$ cat src/rtl/instruction_fetch.sv
// instruction_fetch: fetch stage of the 32-bit MIPS-style pipeline.
// Owns the PC, issues word fetches over a req/ack handshake and loads the IF/ID register.
//
// Ports:
//   clk, reset                  clock, synchronous active-high reset
//   stall                       decode cannot accept a new instruction
//   redirect, redirect_pc       taken branch/jump and its target (bits [1:0] ignored)
//   imem_req, imem_addr         fetch request and word-aligned address (registered)
//   imem_ack, imem_rdata        memory response (ignored while imem_req is low)
//   id_valid, id_instr          IF/ID live flag and instruction word
//   id_pc_plus4                 fetch address of id_instr plus 4
//   id_opcode/rs/rt/rd/funct    decoded bit fields of id_instr
//   id_imm16                    low half of id_instr, feeds the sign extender
module instruction_fetch #(
  parameter logic [31:0] RESET_PC = 32'h0000_0000
) (
  input  logic        clk,
  input  logic        reset,
  input  logic        stall,
  input  logic        redirect,
  input  logic [31:0] redirect_pc,
  output logic        imem_req,
  output logic [31:0] imem_addr,
  input  logic        imem_ack,
  input  logic [31:0] imem_rdata,
  output logic        id_valid,
  output logic [31:0] id_instr,
  output logic [31:0] id_pc_plus4,
  output logic [5:0]  id_opcode,
  output logic [4:0]  id_rs,
  output logic [4:0]  id_rt,
  output logic [4:0]  id_rd,
  output logic [5:0]  id_funct,
  output logic [15:0] id_imm16
);

  typedef enum logic [1:0] {StFetch, StHold, StDrain} state_e;

  state_e      state_q, state_d;
  logic [31:0] pc_q, pc_d;
  logic [31:0] addr_q, addr_d;
  logic        req_q, req_d;
  logic [31:0] skid_instr_q, skid_instr_d;
  logic [31:0] skid_pc4_q, skid_pc4_d;
  logic        id_valid_q, id_valid_d;
  logic [31:0] id_instr_q, id_instr_d;
  logic [31:0] id_pc4_q, id_pc4_d;

  logic        ack;
  logic [31:0] pc_plus4;
  logic [31:0] redirect_tgt;

  // An ack only counts against a request we actually presented.
  assign ack          = imem_ack & req_q;
  assign pc_plus4     = pc_q + 32'd4;
  assign redirect_tgt = {redirect_pc[31:2], 2'b00};

  always_comb begin
    state_d      = state_q;
    pc_d         = pc_q;
    skid_instr_d = skid_instr_q;
    skid_pc4_d   = skid_pc4_q;
    id_valid_d   = id_valid_q;
    id_instr_d   = id_instr_q;
    id_pc4_d     = id_pc4_q;

    if (redirect) begin
      // Flush wins over everything, including stall.
      id_valid_d = 1'b0;
      pc_d       = redirect_tgt;
      unique case (state_q)
        StFetch: state_d = (ack || !req_q) ? StFetch : StDrain;
        StDrain: state_d = ack ? StFetch : StDrain;
        default: state_d = StFetch;
      endcase
    end else begin
      unique case (state_q)
        StFetch: begin
          if (ack) begin
            if (stall) begin
              skid_instr_d = imem_rdata;
              skid_pc4_d   = pc_plus4;
              state_d      = StHold;
            end else begin
              id_valid_d = 1'b1;
              id_instr_d = imem_rdata;
              id_pc4_d   = pc_plus4;
              pc_d       = pc_plus4;
            end
          end else if (!stall) begin
            id_valid_d = 1'b0;
          end
        end
        StHold: begin
          if (!stall) begin
            id_valid_d = 1'b1;
            id_instr_d = skid_instr_q;
            id_pc4_d   = skid_pc4_q;
            pc_d       = skid_pc4_q;
            state_d    = StFetch;
          end
        end
        StDrain: begin
          // The returning word belongs to the abandoned path.
          id_valid_d = 1'b0;
          if (ack) state_d = StFetch;
        end
        default: state_d = StFetch;
      endcase
    end

    req_d = (state_d != StHold);
    // The address may only move once the outstanding request has been answered.
    addr_d = (ack || !req_q) ? pc_d : addr_q;
  end

  always_ff @(posedge clk) begin
    if (reset) begin
      state_q      <= StFetch;
      pc_q         <= RESET_PC;
      addr_q       <= RESET_PC;
      req_q        <= 1'b0;
      skid_instr_q <= 32'd0;
      skid_pc4_q   <= 32'd0;
      id_valid_q   <= 1'b0;
      id_instr_q   <= 32'd0;
      id_pc4_q     <= 32'd0;
    end else begin
      state_q      <= state_d;
      pc_q         <= pc_d;
      addr_q       <= addr_d;
      req_q        <= req_d;
      skid_instr_q <= skid_instr_d;
      skid_pc4_q   <= skid_pc4_d;
      id_valid_q   <= id_valid_d;
      id_instr_q   <= id_instr_d;
      id_pc4_q     <= id_pc4_d;
    end
  end

  assign imem_req    = req_q;
  assign imem_addr   = addr_q;
  assign id_valid    = id_valid_q;
  assign id_instr    = id_instr_q;
  assign id_pc_plus4 = id_pc4_q;
  assign id_opcode   = id_instr_q[31:26];
  assign id_rs       = id_instr_q[25:21];
  assign id_rt       = id_instr_q[20:16];
  assign id_rd       = id_instr_q[15:11];
  assign id_funct    = id_instr_q[5:0];
  assign id_imm16    = id_instr_q[15:0];

endmodule

$ cat config.mk
export PLATFORM = sky130hd
export DESIGN_NAME = instruction_fetch
export DESIGN_NICKNAME = d
export VERILOG_FILES = /design/src/rtl/instruction_fetch.sv
export SDC_FILE = /design/constraint.sdc
export NUM_CORES = 1
export LEC_CHECK = 0
export ABC_AREA = 1
export CAP_MARGIN = 30
export CORE_MARGIN = 4
export CORE_UTILIZATION = 40
export DETAILED_ROUTE_END_ITERATION = 10
export GPL_TIMING_DRIVEN = 0
export PLACE_DENSITY = 0.64
export SLEW_MARGIN = 15
export SYNTH_ARGS = -nofsm -noshare
export SYNTH_HDL_FRONTEND = slang
export SYNTH_SLANG_ARGS = --single-unit
$ cat constraint.sdc
create_clock -name clk -period 5.5 [get_ports clk]
set_clock_uncertainty 0.15 [all_clocks]
set_input_delay 1.1 -clock clk [delete_from_list [all_inputs] [get_ports clk]]
set_output_delay 1.1 -clock clk [all_outputs]
set_load 0.05 [all_outputs]
# Word-level counts from Yosys, hierarchy flattened
# Index checks and enable logic that the tools add are counted.
[totals]
out_inout_bits = 141
wordCells = 54
register_bits = 196
[op_classes]
n_eq_ne = 7
bitwise_logic = 2
muxes = 26
reduce_logical = 9
add_sub_neg = 1
[op_table]
columns = ["operator", "n"]
rows = [
  ["32-bit two-way mux", 10],
  ["32-bit case mux with 2 select lines", 3],
  ["32-bit by 3-bit adder with 32-bit output, second input constant", 1],
  ["2-bit two-way mux", 7],
  ["2-bit != test, second input constant", 3],
  ["2-bit case mux with 3 select lines", 1],
  ["5-bit AND reduction", 1],
  ["2-bit case mux with 2 select lines", 1],
  ["4-bit AND reduction", 1],
  ["1-bit two-way mux", 3],
  ["3-bit != test, second input constant", 1],
  ["1-bit case mux with 3 select lines", 1],
  ["3-bit nonzero test", 1],
  ["2-bit by 1-bit equality test with 1-bit output, second input constant", 1],
  ["2-bit equality test, second input constant", 1],
  ["2-bit zero test", 1],
  ["2-bit by 1-bit != test with 1-bit output, second input constant", 1],
  ["2-bit AND reduction", 1],
  ["2-bit nonzero test", 1],
  ["2-bit OR reduction", 1],
  ["1-bit bitwise AND", 1],
  ["1-bit zero test", 1],
  ["1-bit logical OR", 1],
  ["1-bit NOT", 1],
]

# Depth between registers and ports, before layout
# Gate-level depths: netlist of the first run.
[logic_depth]
depth_word = 6
mapped_depth = 13
mapped_depth_nobuf = 13

# Worst setup path before layout of the first run
# OpenSTA, ideal clock, no wires.
[synth_path]
path_kind = "input to register"
start = "input port imem_ack"
end = "register addr_q[4] (netlist: imem_addr[4])"
t_arrival_ps = 2128
t_required_ps = 5224
setup_slack_ps = 3096
setup_ps = 126
path_buffers = 1
stages = 9
path_cell_list = "nand2_1 inv_1 nand2_2 clkinv_1 clkbuf_1 o21ai_0 nand3_1 o21ai_0 a21oi_1"
[synth_via]
elab_chain_len = 4
[synth_rtl]
columns = ["element", "line_no", "text"]
rows = [
  ["start, declared", "24", "input logic imem_ack,"],
  ["1-bit bitwise AND (*)", "54", "assign ack = imem_ack & req_q;"],
  ["32-bit two-way mux", "79", "if (ack) begin"],
  ["32-bit case mux with 2 select lines", "77", "unique case (state_q)"],
  ["32-bit two-way mux", "67", "if (redirect) begin"],
  ["end signal, assigned", "131", "addr_q <= addr_d;"],
  ["end, declared", "41", "logic [31:0] addr_q, addr_d;"],
]
# Every way passes the cells marked *; elsewhere a longest branch is shown, timed or not.
# A chain may end at the register's enable or synchronous reset.

# Worst setup path in the final report of the first run
[layout_path]
start = "input port stall"
end = "register addr_q[4] (netlist: imem_addr[4])"
[layout_via]
elab_chain_len = 4
[layout_rtl]
columns = ["element", "line_no", "text"]
rows = [
  ["start, declared", "19", "input logic stall,"],
  ["32-bit two-way mux", "80", "if (stall) begin"],
  ["32-bit two-way mux", "79", ""],
  ["32-bit case mux with 2 select lines (*)", "77", ""],
  ["32-bit two-way mux (*)", "67", ""],
]
# Marked as above.

==> flow_metrics.tcl, run 1 <==
set metrics [dict create \
    crit_type "input port to flip-flop" \
    fmax_mhz 320 \
    core_area_um2 23400 \
    gp_congestion 0.995 \
    track_usage 0.257 \
    grt_pass1_vias 9339 \
    htreeDepth 4 \
    grt_pass1_wl_um 53200 \
    synthXorXnorAreaFrac 0.0102 \
    hold_path_depth 2 \
    fin_setup_tns_ps 0 \
    ys_types 35 \
    synthFlopType "dfxtp_1" \
    synthTopCellsByArea "dfxtp_1, nand2_1, o21ai_0" \
    p_leak_nw 5.25 \
    diodes 0 \
    synthMuxAreaShare 0 \
    drtPass1Iterations 6 \
    fin_ws_ps 2370 \
    endpoint_kind "flip-flop" \
    clock_path_buffers 2 \
    drv_cap 0 \
    synth-seq-cells 196 \
    grt_overflow 0 \
    drt-total-wl_um 34400 \
    cpPeakStageDelay_ps 490 \
    initial_utilization 0.404 \
    finalSetupViolations 0 \
    drtIter0Drc 1032 \
    yosys.area_share.simple 0.199 \
    hp-start "skid_instr_q[23]$_SDFFE_PP0P_" \
    place_hpwl_um 25900 \
    synth_top_area_share 0.415 \
    clock_latency_ps 440 \
    synth_largest_area_cell "dfxtp_1" \
    crit_path_max_fanout 10 \
    finalHoldViolCount 0 \
    fin_crit_ps 3130 \
    synth-edff-count 0 \
    route.detailed.drc 0 \
    cts_sinks 196 \
    num_rows 56 \
    syn-cell-area_um2 9460 \
    tritoncts "done" \
    vias 10000 \
    dieWidth_um 162 \
    startpoint "stall" \
    synth_compound_area_frac 0.249 \
    avgSynthCellArea_um2 6.98 \
    ir_drop_mv 0.191 \
    netlist_instances 1356 \
    synth_fa_ha_area_frac 0.00661 \
    timing.rr.start "state_q[1]$_SDFF_PP0_" \
    cpMostUsedCell "o21ai_0" \
    place_ws_ps 1950 \
    cts_resized 0 \
    critPathRequiredTime_ps 5660 \
    antenna_found_initial 0 \
    drive_gt1_frac 0.0891 \
    synth.most_common_cell "nand2_1" \
    io_buffers 206 \
    crit_path_start_kind "input port" \
    die_h_um 162 \
    crit_arrival_ps 3280 \
    syn2layout_area_growth_pct 32.4 \
    slew_headroom 0.406 \
    syn_nets 1430 \
    path_clk_slew_ps 90 \
    crit_chain "clkdlybuf4s50_1 > inv_1 > nand2_2 > clkinv_1 > clkbuf_1 > o21ai_0 > nand3_1 > o21ai_0 > a21oi_1" \
    synth_common_cells "nand2_1, dfxtp_1, o21ai_0, a21oi_1, nor2_1" \
    cts_hold_buf 0 \
    status "finished, final reports clean" \
    cts_root_buf "clkbuf_16" \
    async_flop_share 0 \
    cts_buffers 17 \
    ys_warn_count 0 \
    rsz0062_at_grt "no" \
    ant_nets 0 \
    nets 1655 \
    viasPerCell 5.23 \
    wl_per_cell_um 18.0 \
    ys_seq_area_frac 0.415 \
    grt_max_degree 22 \
    num_io_pins 210 \
    tightest_slew_ps 891 \
    hold_path_class "flip-flop to flip-flop" \
    fin_crit_sh 0.568 \
    reg2regPathDepth 10 \
    power_density_nw_per_um2 290 \
    cts_setup_buffers 0 \
    slew_viol_final 0 \
    dieArea_um2 26200 \
    synth_top_family_by_area "compound AO/OA/AOI/OAI gates" \
    slowest_stage "clkdlybuf4s50_1" \
]
==> stage by stage <==
stage               std cells  area, um2   util  power, mW  hold WS, ps
finish                   1913      12500  0.535       3.63          322
global route             1913      12500  0.535       3.76          347
CTS                      1913      12500  0.535       3.63          322
detailed placement       1881      11900  0.509       2.37          309
global placement         1881      11900  0.509       2.36          306
floorplan                1356       9460      -       2.08          289
==> flip-flops by register name, summed over array words and instances, names as in the netlist <==
| name | count |
|---|---|
| imem_addr | 32 |
| pc_q | 32 |
| imem_req | 1 |
| skid_pc4_q | 32 |
| state_q | 2 |
| id_valid | 1 |
| skid_instr_q | 32 |
| id_pc_plus4 | 32 |
| id_instr | 32 |
==> final cells by class <==
| type | count | area [um2] |
|---|---|---|
| plain buffers | 132 | 713 |
| clock buffers | 17 | 425 |
| clock inverters | 15 | 176 |
| fillers | 2347 | 10900 |
| inverters | 114 | 428 |
| multi-input cells | 914 | 4390 |
| flip-flops and latches | 196 | 3920 |
| well taps | 319 | 399 |
| repair buffers | 206 | 2060 |
==> critical path: cells and delay by family <==
kind,cells,cell delay (ps)
AO/OA/AOI/OAI,3,520
buffers and inverters,4,1330
AND/OR/NAND/NOR,2,340
==> kinds of logic after synthesis <==
kind of cell / after synthesis
compound gates: 437
simple gates: 461
fa+ha+maj: 5
xor+xnor: 11
flops: 196
buf+inv: 246
==> metal layers <==
| layer | track usage | part of all wire |
|---|---|---|
| met3 | 0.0376 | 0.079 |
| met5 | 0 | 0 |
| met1 | 0.355 | 0.44 |
| met4 | 0.0665 | 0.018 |
| met2 | 0.424 | 0.46 |
==> where the power goes <==
part           internal (mW)  total [mW]  switching, mW
clock network          0.622        1.29          0.665
registers               1.50        1.57         0.0693
logic                  0.270       0.772          0.502
total                   2.39        3.63           1.24
==> worst paths after layout <==
path / endpoint / slack, ps
max reg2reg: imem_addr[12]$_SDFFE_PP0P_ / 2880
min reg2reg: id_instr[23]$_SDFFE_PP0P_ / 320
max: imem_addr[4]$_SDFFE_PP0P_ / 2370
min: id_instr[23]$_SDFFE_PP0P_ / 320
==> layout by cell type (no fill, tap or decap), types with 2 or more instances in the layout <==
cell,n
nand3_1,38
clkbuf_2,4
inv_2,4
o21ai_0,185
buf_1,4
a31oi_1,44
clkinv_1,4
o211ai_1,6
clkdlybuf4s50_1,206
buf_4,45
o21ai_1,19
clkbuf_16,17
inv_6,4
or2_2,24
buf_2,23
clkinv_8,3
dfxtp_1,196
inv_12,2
nor2_2,3
clkbuf_1,54
nand2_2,2
a21oi_1,157
buf_6,2
nand2_1,278
inv_8,4
nor2_1,110
a221oi_1,21
clkinvlp_4,2
inv_1,106
nor3_1,2
ha_1,5
xor2_1,10
Note: power is estimated with default switching activity, not from simulation.
==> inputs of run 2 (changes only) <==
clock period = 3.13 ns   (was 5.5 ns; I/O delays follow)
==> results of run 2 <==
Same layout as run 1 (identical final DEF). Status: finished, final reports clean.
Main changes from that run: setup slack after placement 1950 ps -> 49.8 ps; setup slack after layout 2370 ps -> 478 ps; register-to-register setup slack 2880 ps -> 510 ps; total power 3.63 mW -> 6.37 mW; worst IR drop on VDD 0.191 mV -> 0.336 mV
